[src/rtl/fp_pkg.sv]
// Shared binary32 constants, field struct and accumulator FSM states.
package fp_pkg;

  localparam int FP_EXP_W   = 8;
  localparam int FP_MAN_W   = 23;
  localparam int FP_BIAS    = 127;
  localparam int FP_EXP_MAX = 255;

  localparam logic [31:0] FP_ZERO    = 32'h0000_0000;
  localparam logic [31:0] FP_POS_INF = 32'h7F80_0000;

  typedef struct packed {
    logic                sign;
    logic [FP_EXP_W-1:0] exp;
    logic [FP_MAN_W-1:0] man;
  } fp32_t;

  typedef enum logic [2:0] {
    S_IDLE,
    S_ALIGN,
    S_ADD,
    S_NORM,
    S_OUT
  } state_t;

  // Significand with the hidden one restored; exponent field 0 reads as zero.
  function automatic logic [FP_MAN_W:0] full_man(input fp32_t f);
    return (f.exp == '0) ? '0 : {1'b1, f.man};
  endfunction

endpackage

[src/rtl/fp_norm.sv]
// Normaliser for the accumulator: resolves a carry-out or counts leading
// zeros, shifts the 27-bit significand (hidden bit + 23 + G/R/S) left and adjusts the exponent.
module fp_norm
  import fp_pkg::*;
(
  input  logic        [FP_MAN_W+4:0] sum_man,
  input  logic signed [9:0]          sum_exp,
  output logic        [FP_MAN_W+3:0] norm_man,
  output logic signed [9:0]          norm_exp,
  output logic                       is_zero
);

  logic [4:0] lz;
  logic       found;

  always_comb begin
    // NOTE: every variable driven here gets a value before any branch, so no latch is inferred.
    lz    = '0;
    found = 1'b0;
    for (int i = FP_MAN_W + 3; i >= 0; i--) begin
      if (!found) begin
        if (sum_man[i]) found = 1'b1;
        else            lz    = lz + 5'd1;
      end
    end
  end

  always_comb begin
    is_zero = (sum_man == '0);
    if (sum_man[FP_MAN_W+4]) begin
      // Carry out: the dropped bit folds into sticky.
      norm_man = {sum_man[FP_MAN_W+4:2], sum_man[1] | sum_man[0]};
      norm_exp = sum_exp + 10'sd1;
    end else begin
      norm_man = sum_man[FP_MAN_W+3:0] << lz;
      norm_exp = sum_exp - $signed({5'b00000, lz});
    end
  end

endmodule

[src/rtl/fp_accumulator.sv]
// Sequential binary32 accumulator: one term per four cycles through align/add/normalise.
// Build option FP_ACC_ROUND_EN selects round-to-nearest-even; otherwise results truncate.
module fp_accumulator
  import fp_pkg::*;
#(
  parameter int CNT_W = 16
) (
  input  logic             clk,
  input  logic             rst,
  input  logic             in_vld,
  output logic             in_rdy,
  input  logic [31:0]      in_data,
  input  logic             in_last,
  output logic             out_vld,
  input  logic             out_rdy,
  output logic [31:0]      out_data,
  output logic [CNT_W-1:0] out_cnt
);

  state_t            state, state_n;
  fp32_t             acc, term, inf_val, acc_n;
  logic [CNT_W-1:0]  cnt;
  logic              last_q, inf_q;

  logic              big_sign, sml_sign;
  logic [7:0]        big_exp;
  logic [26:0]       big_man, sml_man;
  logic              res_sign;
  logic [7:0]        res_exp;
  logic [27:0]       res_man;

  // ---------------- FSM ----------------
  always_ff @(posedge clk) begin
    if (rst) state <= S_IDLE;
    else     state <= state_n;
  end

  always_comb begin
    state_n = state;
    in_rdy  = 1'b0;
    out_vld = 1'b0;
    case (state)
      S_IDLE: begin
        in_rdy = 1'b1;
        if (in_vld) state_n = S_ALIGN;
      end
      S_ALIGN: state_n = S_ADD;
      S_ADD:   state_n = S_NORM;
      S_NORM:  state_n = last_q ? S_OUT : S_IDLE;
      S_OUT: begin
        out_vld = 1'b1;
        if (out_rdy) state_n = S_IDLE;
      end
      default: state_n = S_IDLE;
    endcase
  end

  // ---------------- align ----------------
  fp32_t       op_big, op_sml;
  logic [7:0]  diff;
  logic [26:0] sml_raw, sml_mask, sml_shift;
  logic        sticky;

  always_comb begin
    if (acc.exp >= term.exp) begin
      op_big = acc;
      op_sml = term;
    end else begin
      op_big = term;
      op_sml = acc;
    end
    diff     = op_big.exp - op_sml.exp;
    sml_raw  = {full_man(op_sml), 3'b000};
    sml_mask = ~({27{1'b1}} << diff);
    if (diff >= 8'd27) begin
      sml_shift = '0;
      sticky    = |sml_raw;
    end else begin
      sml_shift = sml_raw >> diff;
      sticky    = |(sml_raw & sml_mask);
    end
  end

  // ---------------- add ----------------
  logic [27:0] add_man;
  logic        add_sign;

  always_comb begin
    if (big_sign == sml_sign) begin
      add_man  = {1'b0, big_man} + {1'b0, sml_man};
      add_sign = big_sign;
    end else if (big_man > sml_man) begin
      add_man  = {1'b0, big_man - sml_man};
      add_sign = big_sign;
    end else if (big_man < sml_man) begin
      add_man  = {1'b0, sml_man - big_man};
      add_sign = sml_sign;
    end else begin
      add_man  = '0;
      add_sign = 1'b0;
    end
  end

  // ---------------- normalise / round ----------------
  logic signed [9:0] res_exp_s, norm_exp, exp_r;
  logic [26:0]       norm_man;
  logic [22:0]       frac;
  logic              is_zero;

  assign res_exp_s = $signed({2'b00, res_exp});

  fp_norm u_norm (
    .sum_man  (res_man),
    .sum_exp  (res_exp_s),
    .norm_man (norm_man),
    .norm_exp (norm_exp),
    .is_zero  (is_zero)
  );

`ifdef FP_ACC_ROUND_EN
  logic round_up, round_carry;

  always_comb begin
    round_up = norm_man[2] & (norm_man[3] | norm_man[1] | norm_man[0]);
    {round_carry, frac} = {1'b0, norm_man[25:3]} + {23'd0, round_up};
    exp_r = norm_exp + $signed({9'd0, round_carry});
  end
`else
  logic grs_unused;

  assign grs_unused = ^norm_man[2:0];
  assign frac       = norm_man[25:3];
  assign exp_r      = norm_exp;
`endif

  always_comb begin
    if (inf_q)                         acc_n = inf_val;
    else if (is_zero || norm_exp <= 10'sd0) acc_n = FP_ZERO;
    else if (exp_r >= 10'(FP_EXP_MAX)) acc_n = {res_sign, FP_POS_INF[30:0]};
    else                               acc_n = {res_sign, exp_r[7:0], frac};
  end

  // ---------------- state with reset ----------------
  always_ff @(posedge clk) begin
    if (rst) begin
      acc      <= FP_ZERO;
      cnt      <= '0;
      out_data <= '0;
      out_cnt  <= '0;
    end else begin
      case (state)
        S_IDLE: if (in_vld && cnt != '1) cnt <= cnt + CNT_W'(1);
        S_NORM: begin
          acc <= acc_n;
          if (last_q) begin
            out_data <= acc_n;
            out_cnt  <= cnt;
          end
        end
        S_OUT: if (out_rdy) begin
          acc <= FP_ZERO;
          cnt <= '0;
        end
        default: ;
      endcase
    end
  end

  // NOTE: pipeline registers are always written before being read, so they carry no reset.
  always_ff @(posedge clk) begin
    case (state)
      S_IDLE: if (in_vld) begin
        term   <= in_data;
        last_q <= in_last;
      end
      S_ALIGN: begin
        big_sign <= op_big.sign;
        big_exp  <= op_big.exp;
        big_man  <= {full_man(op_big), 3'b000};
        sml_sign <= op_sml.sign;
        sml_man  <= sml_shift | {26'd0, sticky};
        inf_q    <= (acc.exp == 8'(FP_EXP_MAX)) || (term.exp == 8'(FP_EXP_MAX));
        inf_val  <= (acc.exp == 8'(FP_EXP_MAX)) ? acc : {term.sign, FP_POS_INF[30:0]};
      end
      S_ADD: begin
        res_sign <= add_sign;
        res_exp  <= big_exp;
        res_man  <= add_man;
      end
      default: ;
    endcase
  end

endmodule

[config.mk]
export PLATFORM = sky130hd
export DESIGN_NAME = fp_accumulator
export DESIGN_NICKNAME = d
export VERILOG_FILES = /design/src/rtl/fp_pkg.sv /design/src/rtl/fp_norm.sv /design/src/rtl/fp_accumulator.sv
export SDC_FILE = /design/constraint.sdc
export NUM_CORES = 1
export LEC_CHECK = 0
export ABC_AREA = 0
export CAP_MARGIN = 20
export CORE_AREA = 2 2 175 305
export CTS_CLUSTER_SIZE = 10
export DETAILED_ROUTE_END_ITERATION = 12
export DIE_AREA = 0 0 177 307
export GPL_ROUTABILITY_DRIVEN = 0
export SLEW_MARGIN = 15
export SYNTH_ARGS = -nofsm -noshare
export SYNTH_HDL_FRONTEND = slang
export SYNTH_SLANG_ARGS = --single-unit
[constraint.sdc]
create_clock -name clk -period 15.6 [get_ports clk]
set_clock_uncertainty 0.05 [all_clocks]
set_input_delay 3.12 -clock clk [delete_from_list [all_inputs] [get_ports clk]]
set_output_delay 3.12 -clock clk [all_outputs]
set_load 0.005 [all_outputs]
Word level (Yosys, flattened, before mapping)
Index checks and enable logic that the tools add are counted.

word-level totals
  bits in registers = 263
  input port bits = 37
  output and inout port bits = 50
  logic and storage cells = 230

operators by class
  add/subtract/negate cells = 33
  order comparisons = 6
  equal/unequal tests = 11
  shift operators = 3
  multiplexer cells = 133
  bitwise operators = 4
  reduce and logical (&&, ||, !) cells = 16

operators by type and width
  operator               number
  $mux 5                 52
  $mux 32                6
  $add 5x1->5 const B    25
  $mux 27                3
  $pmux 32 s2            1
  $mux 1                 58
  $sub 27x27->27         2
  $mux 24                2
  $mux 16                2
  $pmux 16 s2            1
  $mux 31                1
  $add 27x27->28         1
  $logic_not 28->1       1
  $mux 28                1
  $and 27x27->27         1
  $gt 27x27->1           1
  $lt 27x27->1           1
  $not 27->27            1
  $or 27x1->27           1
  $reduce_or 27->1       1
  $shl 27x5->26          1
  $shl 27x8->27 const A  1
  $shr 27x8->27          1
  $mux 26                1
  28 further kinds       40

Depth between registers and ports, before layout
  depth in word-level cells = 86
  gate-level depth with buffers = 84
  gate-level depth less buffers = 82

Hierarchy
A second synthesis with hierarchy kept.

second synthesis, totals
  cell total of the unflattened synthesis = 2669
  area total of the unflattened synthesis = 21987.3 sq um

by module, submodules not included
  module          times used  cells an instance  area each (sq um)  seq. area each (sq um)
  fp_accumulator  1           1867               16753.6            6906.6
  fp_norm         1           802                5233.8             0.0

Worst setup path before layout
OpenSTA, ideal clock, no wires.

  kind = flip-flop to flip-flop
  from = register res_man[25]
  to = register acc[10] (netlist bit)
  library setup time = 0.070 ns
  data arrival time = 15.102 ns
  required time = 15.480 ns
  path slack = 0.378 ns
  cell stages (with the launch flop) = 83
  path buffers = 2
  period minus slack after synthesis = 15.222 ns
  cell sequence = edfxtp_1 nor2_1 ha_1 o31a_1 ha_1 mux2i_1 a21boi_0 xnor2_1 o21ai_0 ha_1 nand2b_1 o21a_1 o21bai_1 nor2_1 a211o_1 ha_1 mux2i_1 a2111oi_2 [47 not listed] o21ai_0 nand2b_1 a211o_1 nor4_1 nor2b_1 nand2_1 nor3_1 and4_1 nor4_1 inv_1 nor2_1 inv_1 nor2_1 clkbuf_1 a22oi_1 o31ai_1 nand2_1 a21oi_1

on the way
  longest elaborated chain between the ends = 84
  elaborated cells on any way between the ends = 115
  classes of those cells = add/sub: 26; order compare: 2; shift: 1; mux: 84; reduce/logical: 2

ends and longest elaborated chain
  what                                         RTL line                                      text
  start, declared                              fp_accumulator.sv:30                          logic [27:0] res_man;
  start signal, assigned                       fp_accumulator.sv:188                         res_man <= add_man;
  $mux 5                                       fp_norm.sv:22                                 if (sum_man[i]) found = 1'b1;
  $mux 5                                       fp_norm.sv:21                                 if (!found) begin
  $add 5x1->5                                  fp_norm.sv:23                                 else lz = lz + 5'd1;
  $mux 5                                       fp_norm.sv:22
  $mux 5                                       fp_norm.sv:21
  $add 5x1->5                                  fp_norm.sv:23
  $mux 5                                       fp_norm.sv:22
  $mux 5                                       fp_norm.sv:21
  [68 not listed]                              --
  $mux 5                                       fp_norm.sv:21
  $sub 8x5->9                                  fp_norm.sv:36                                 norm_exp = sum_exp - $signed({5'b00000, lz});
  $mux 10                                      fp_norm.sv:30                                 if (sum_man[FP_MAN_W+4]) begin
  $ge 10x9->1 or $le 10x1->1 (tied branches)   fp_accumulator.sv:139, fp_accumulator.sv:138
  $mux 31 or $logic_or 1x1->1 (tied branches)  fp_accumulator.sv:139, fp_accumulator.sv:138
  $mux 32 (*)                                  fp_accumulator.sv:138                         else if (is_zero || norm_exp <= 10'sd0) acc_n = FP_ZERO;
  $mux 32 (*)                                  fp_accumulator.sv:137                         if (inf_q) acc_n = inf_val;
  $pmux 32 s2 (*)                              fp_accumulator.sv:151                         case (state)
  end signal, assigned                         fp_accumulator.sv:154                         acc <= acc_n;
  end, declared                                fp_accumulator.sv:21                          fp32_t acc, term, inf_val, acc_n;

Mark *: on every way between the ends. The rest lies on a longest branch, timed or not.
A chain may end at the register's enable or synchronous reset.

Worst setup path in the final report
  from = register res_man[26]
  to = register acc[18] (netlist bit)

on the way
  longest elaborated chain between the ends = 86
  elaborated cells on any way between the ends = 117
  classes of those cells = add/sub: 27; order compare: 2; shift: 1; mux: 85; reduce/logical: 2

ends and longest elaborated chain
  what                                         RTL line
  $mux 1                                       fp_norm.sv:22
  $add 1x1->2                                  fp_norm.sv:23
  $mux 5                                       fp_norm.sv:22
  $mux 5                                       fp_norm.sv:21
  $add 5x1->5                                  fp_norm.sv:23
  $mux 5                                       fp_norm.sv:22
  $mux 5                                       fp_norm.sv:21
  $add 5x1->5                                  fp_norm.sv:23
  [70 not listed]                              --
  $mux 5                                       fp_norm.sv:21
  $sub 8x5->9                                  fp_norm.sv:36
  $mux 10                                      fp_norm.sv:30
  $ge 10x9->1 or $le 10x1->1 (tied branches)   fp_accumulator.sv:139, fp_accumulator.sv:138
  $mux 31 or $logic_or 1x1->1 (tied branches)  fp_accumulator.sv:139, fp_accumulator.sv:138
  $mux 32 (*)                                  fp_accumulator.sv:138
  $mux 32 (*)                                  fp_accumulator.sv:137
  $pmux 32 s2 (*)                              fp_accumulator.sv:151

Marked as above.

==> flow_metrics.env <==
export IMPL_hold_start="big_exp[6]$_DFFE_PP_"
export IMPL_dieArea_um2=54340
export IMPL_firstDrtPassIters=6
export IMPL_setup_violations=0
export IMPL_cp_required_ps=16070
export IMPL_dpl_cell_area_um2=22130
export IMPL_timing_rr_end="acc[18]$_SDFFE_PP0P_"
export IMPL_async_reset_ff_share_pct=0
export IMPL_rr_worst_depth=82
export IMPL_fin_area_um2=23360
export IMPL_grt_max_degree=85
export IMPL_synth_seq_cells=263
export IMPL_clockBufferDepth=3
export IMPL_synth_main_ff_cell="edfxtp_1"
export IMPL_hold_buffers=0
export IMPL_max_freq_mhz=66.85
export IMPL_clk_latency_ps=590
export IMPL_regToRegSetupSlack_ps=640
export IMPL_grt_pass1_vias=18736
export IMPL_clockRootBuffer="clkbuf_16"
export IMPL_dr_first_iter_drc_count=1670
export IMPL_start_util_pct=39.47
export IMPL_ant_nets=0
export IMPL_totalWireLength_um=69780
export IMPL_hp_class="register to register"
export IMPL_slowest_delay_ps=510
export IMPL_vias_per_cell=5.980
export IMPL_outcome="finished, final reports clean"
export IMPL_netlist_area_um2=20560
export IMPL_cp_slowest_cell="edfxtp_1"
export IMPL_placementRows=111
export IMPL_placedCellCount=3149
export IMPL_die_h_um=307
export IMPL_rr_startpoint="res_man[26]$_DFFE_PP_"
export IMPL_synth_edff_count=164
export IMPL_ys_types=100
export IMPL_track_usage_pct=24.92
export IMPL_area_growth_pct=13.65
export IMPL_ys_warn_count=0
export IMPL_vias=19266
export IMPL_finalNetCount=2672
export IMPL_htreeDepth=1
export IMPL_hpwl_um=53200
export IMPL_hold_path_cell_count=0
export IMPL_crit_arrival_ps=15430
export IMPL_crit_type="register to register"
export IMPL_drv_slew=0
export IMPL_clock_sinks=263
export IMPL_drv_cap=0
export IMPL_fin_crit_sh_pct=95.88
export IMPL_cp_end_kind="register"
export IMPL_worst_pin_slew_ps=992.6
export IMPL_num_io_pins=87
export IMPL_clk_pin_slew_worst_paths_ps=60
export IMPL_grt_pass1_wl_um=105500
export IMPL_slew_headroom_pct=32.12
export IMPL_die_w_um=177
export IMPL_tritoncts="yes"
export IMPL_core_area_um2=52080
export IMPL_drive_above_1_share_pct=7.904
export IMPL_vdd_drop_max_v=0.0001046
export IMPL_remaining_drc_errors=0
export IMPL_final_hold_violation_count=0
export IMPL_synthCells=2477
export IMPL_fin_crit_ps=14960
export IMPL_portBuffers=86
export IMPL_cellPowerDensity_nw_per_um2=90.87
export IMPL_drt_wirelength_per_cell_um=21.66
export IMPL_crit_fanout=8
export IMPL_stdcell_count=3222
export IMPL_cts_buffers=30
export IMPL_overflow=0
export IMPL_hold_end="res_exp[6]$_DFFE_PP_"
export IMPL_cp_common_cell="ha_1"
export IMPL_worstSetupStartpointType="register"
export IMPL_p_leak_nw=8.948
export IMPL_avgSynthCellArea_um2=8.300
export IMPL_total_power_mw=2.123
export IMPL_synth_seq_area_share_pct=33.60
export IMPL_antenna_found_initial=0
## critical path, delay by kind of cell, from the launching register on
| family | cells | cell delay (ps) |
|---|---|---|
| AOI/OAI and AO/OA | 28 | 4960 |
| xor gates and xnor gates | 2 | 310 |
| adders and majority gates | 14 | 3820 |
| buffers and inverters | 6 | 660 |
| DFF | 1 | 510 |
| muxes | 6 | 900 |
| and+or+nand+nor | 26 | 3660 |
## power breakdown
group          leakage, nW  total [mW]  internal, mW  switching, mW
Clock                0.422       0.647         0.371          0.276
Sequential            2.33       0.853         0.795         0.0587
Combinational         6.19       0.622         0.228          0.395
## placed cells by master (no fill, tap or decap), types with 59 or more instances in the layout
cell,count
ha_1,109
dfxtp_1,99
buf_4,59
a21oi_1,225
mux2i_1,129
nor2_1,233
clkdlybuf4s50_1,85
nand3_1,76
nand2_1,286
edfxtp_1,164
inv_1,125
o21ai_0,131
## layer usage
layer | part of all wire (%) | up-vias | GRT usage [%]
met5 | 0 | - | 0
met4 | 8.9 | 0 | 19.64
met3 | 4.6 | 256 | 2.324
met2 | 51 | 811 | 45.06
met1 | 35 | 9137 | 26.05
li1 | - | 9062 | -
## worst max path at each step
stage	startpoint	to	slack, ps	depth (start not counted)
global route	res_man[26]$_DFFE_PP_	acc[18]$_SDFFE_PP0P_	-220	82
CTS	res_man[25]$_DFFE_PP_	out_data[11]$_SDFFE_PP0P_	20	82
finish	res_man[26]$_DFFE_PP_	acc[18]$_SDFFE_PP0P_	640	82
global placement	res_man[26]$_DFFE_PP_	acc[8]$_SDFFE_PP0P_	320	83
floorplan	res_man[25]$_DFFE_PP_	acc[10]$_SDFFE_PP0P_	380	82
detailed placement	res_man[26]$_DFFE_PP_	acc[18]$_SDFFE_PP0P_	-280	83
## area by class of cell
type                    count  area (um^2)
clock inverters             1        16.27
fillers                  5089        28720
repair buffers            147         1321
well taps                 678        848.3
inverters                 130        491.7
clock buffers              53        867.1
flip-flops and latches    263         6907
diodes                      1        2.502
multi-input cells        1949        12910
## cells by family after synthesis
family                   count (synthesis)  synth area share (%)
AO/OA/AOI/OAI                          673                 20.66
XOR/XNOR                                92                 4.796
adder cells (fa/ha/maj)                117                 7.194
buffers and inverters                  272                 5.070
flip-flops                             263                 33.60
multiplexers                           145                 7.370
other                                    1               0.01824
AND/OR/NAND/NOR                        914                 21.30
## flip-flops by register name, summed over array words and instances, names as in the netlist
name      count
res_sign      1
big_exp       8
term         32
sml_man      27
last_q        1
cnt          16
big_man      24
res_exp       8
inf_val      32
out_cnt      16
inf_q         1
sml_sign      1
acc          32
state         3
big_sign      1
out_data     32
res_man      28
## synthesized netlist by cell type, types with 6 or more instances
master	number	share of area (%)
a21oi_1	233	5.7
o21ai_1	6	0.15
o21a_1	21	0.77
a22oi_1	11	0.40
a211o_1	7	0.30
nor2_1	239	4.4
inv_1	127	2.3
or3_1	9	0.27
clkbuf_1	123	2.2
dfxtp_1	99	9.6
nand3_1	77	1.9
xnor2_1	52	2.2
o22ai_1	21	0.64
o21ai_0	137	3.3
a22o_1	9	0.38
nor3_1	55	1.3
a221o_1	7	0.34
nand4_1	32	0.97
mux2_2	11	0.60
nand3b_1	11	0.40
o21bai_1	23	0.84
a21o_1	29	1.1
buf_2	8	0.19
mux2i_1	130	6.3
nor3b_1	10	0.37
buf_1	9	0.16
o211ai_1	10	0.37
a222oi_1	10	0.49
and4_1	6	0.26
nand2b_1	33	1.0
nor2b_1	39	1.2
xor2_1	27	1.2
a221oi_1	14	0.60
o31ai_1	14	0.51
a211oi_1	29	1.1
edfxtp_1	164	24
nand2_1	287	5.2
nor4_1	26	0.79
and3_1	24	0.73
a31oi_1	28	0.85
and2_1	36	1.1
ha_1	111	6.8
## through the flow
stage | setup slack, ps | hold WS, ps | setup TNS, ps | util (%)
after global routing | -217.0 | 388.9 | -4671 | 44.86
after global placement | 320.1 | 356.2 | 0 | 42.48
after floorplan | 377.5 | 350.3 | 0 | -
after detailed placement | -284.6 | 354.5 | -6447 | 42.48
final | 642.2 | 366.6 | 0 | 44.86
after CTS | 24.50 | 368.4 | 0 | 44.24
## repair_timing
| action | CTS | global route |
|---|---|---|
| cloned | 0 | 1 |
| endpoints found under the setup margin | 40 | 64 |
| pin swaps | 0 | 22 |
| setup buffers | 0 | 17 |
| resized for setup | 6 | 46 |
Power figures use the tool's default switching activity.
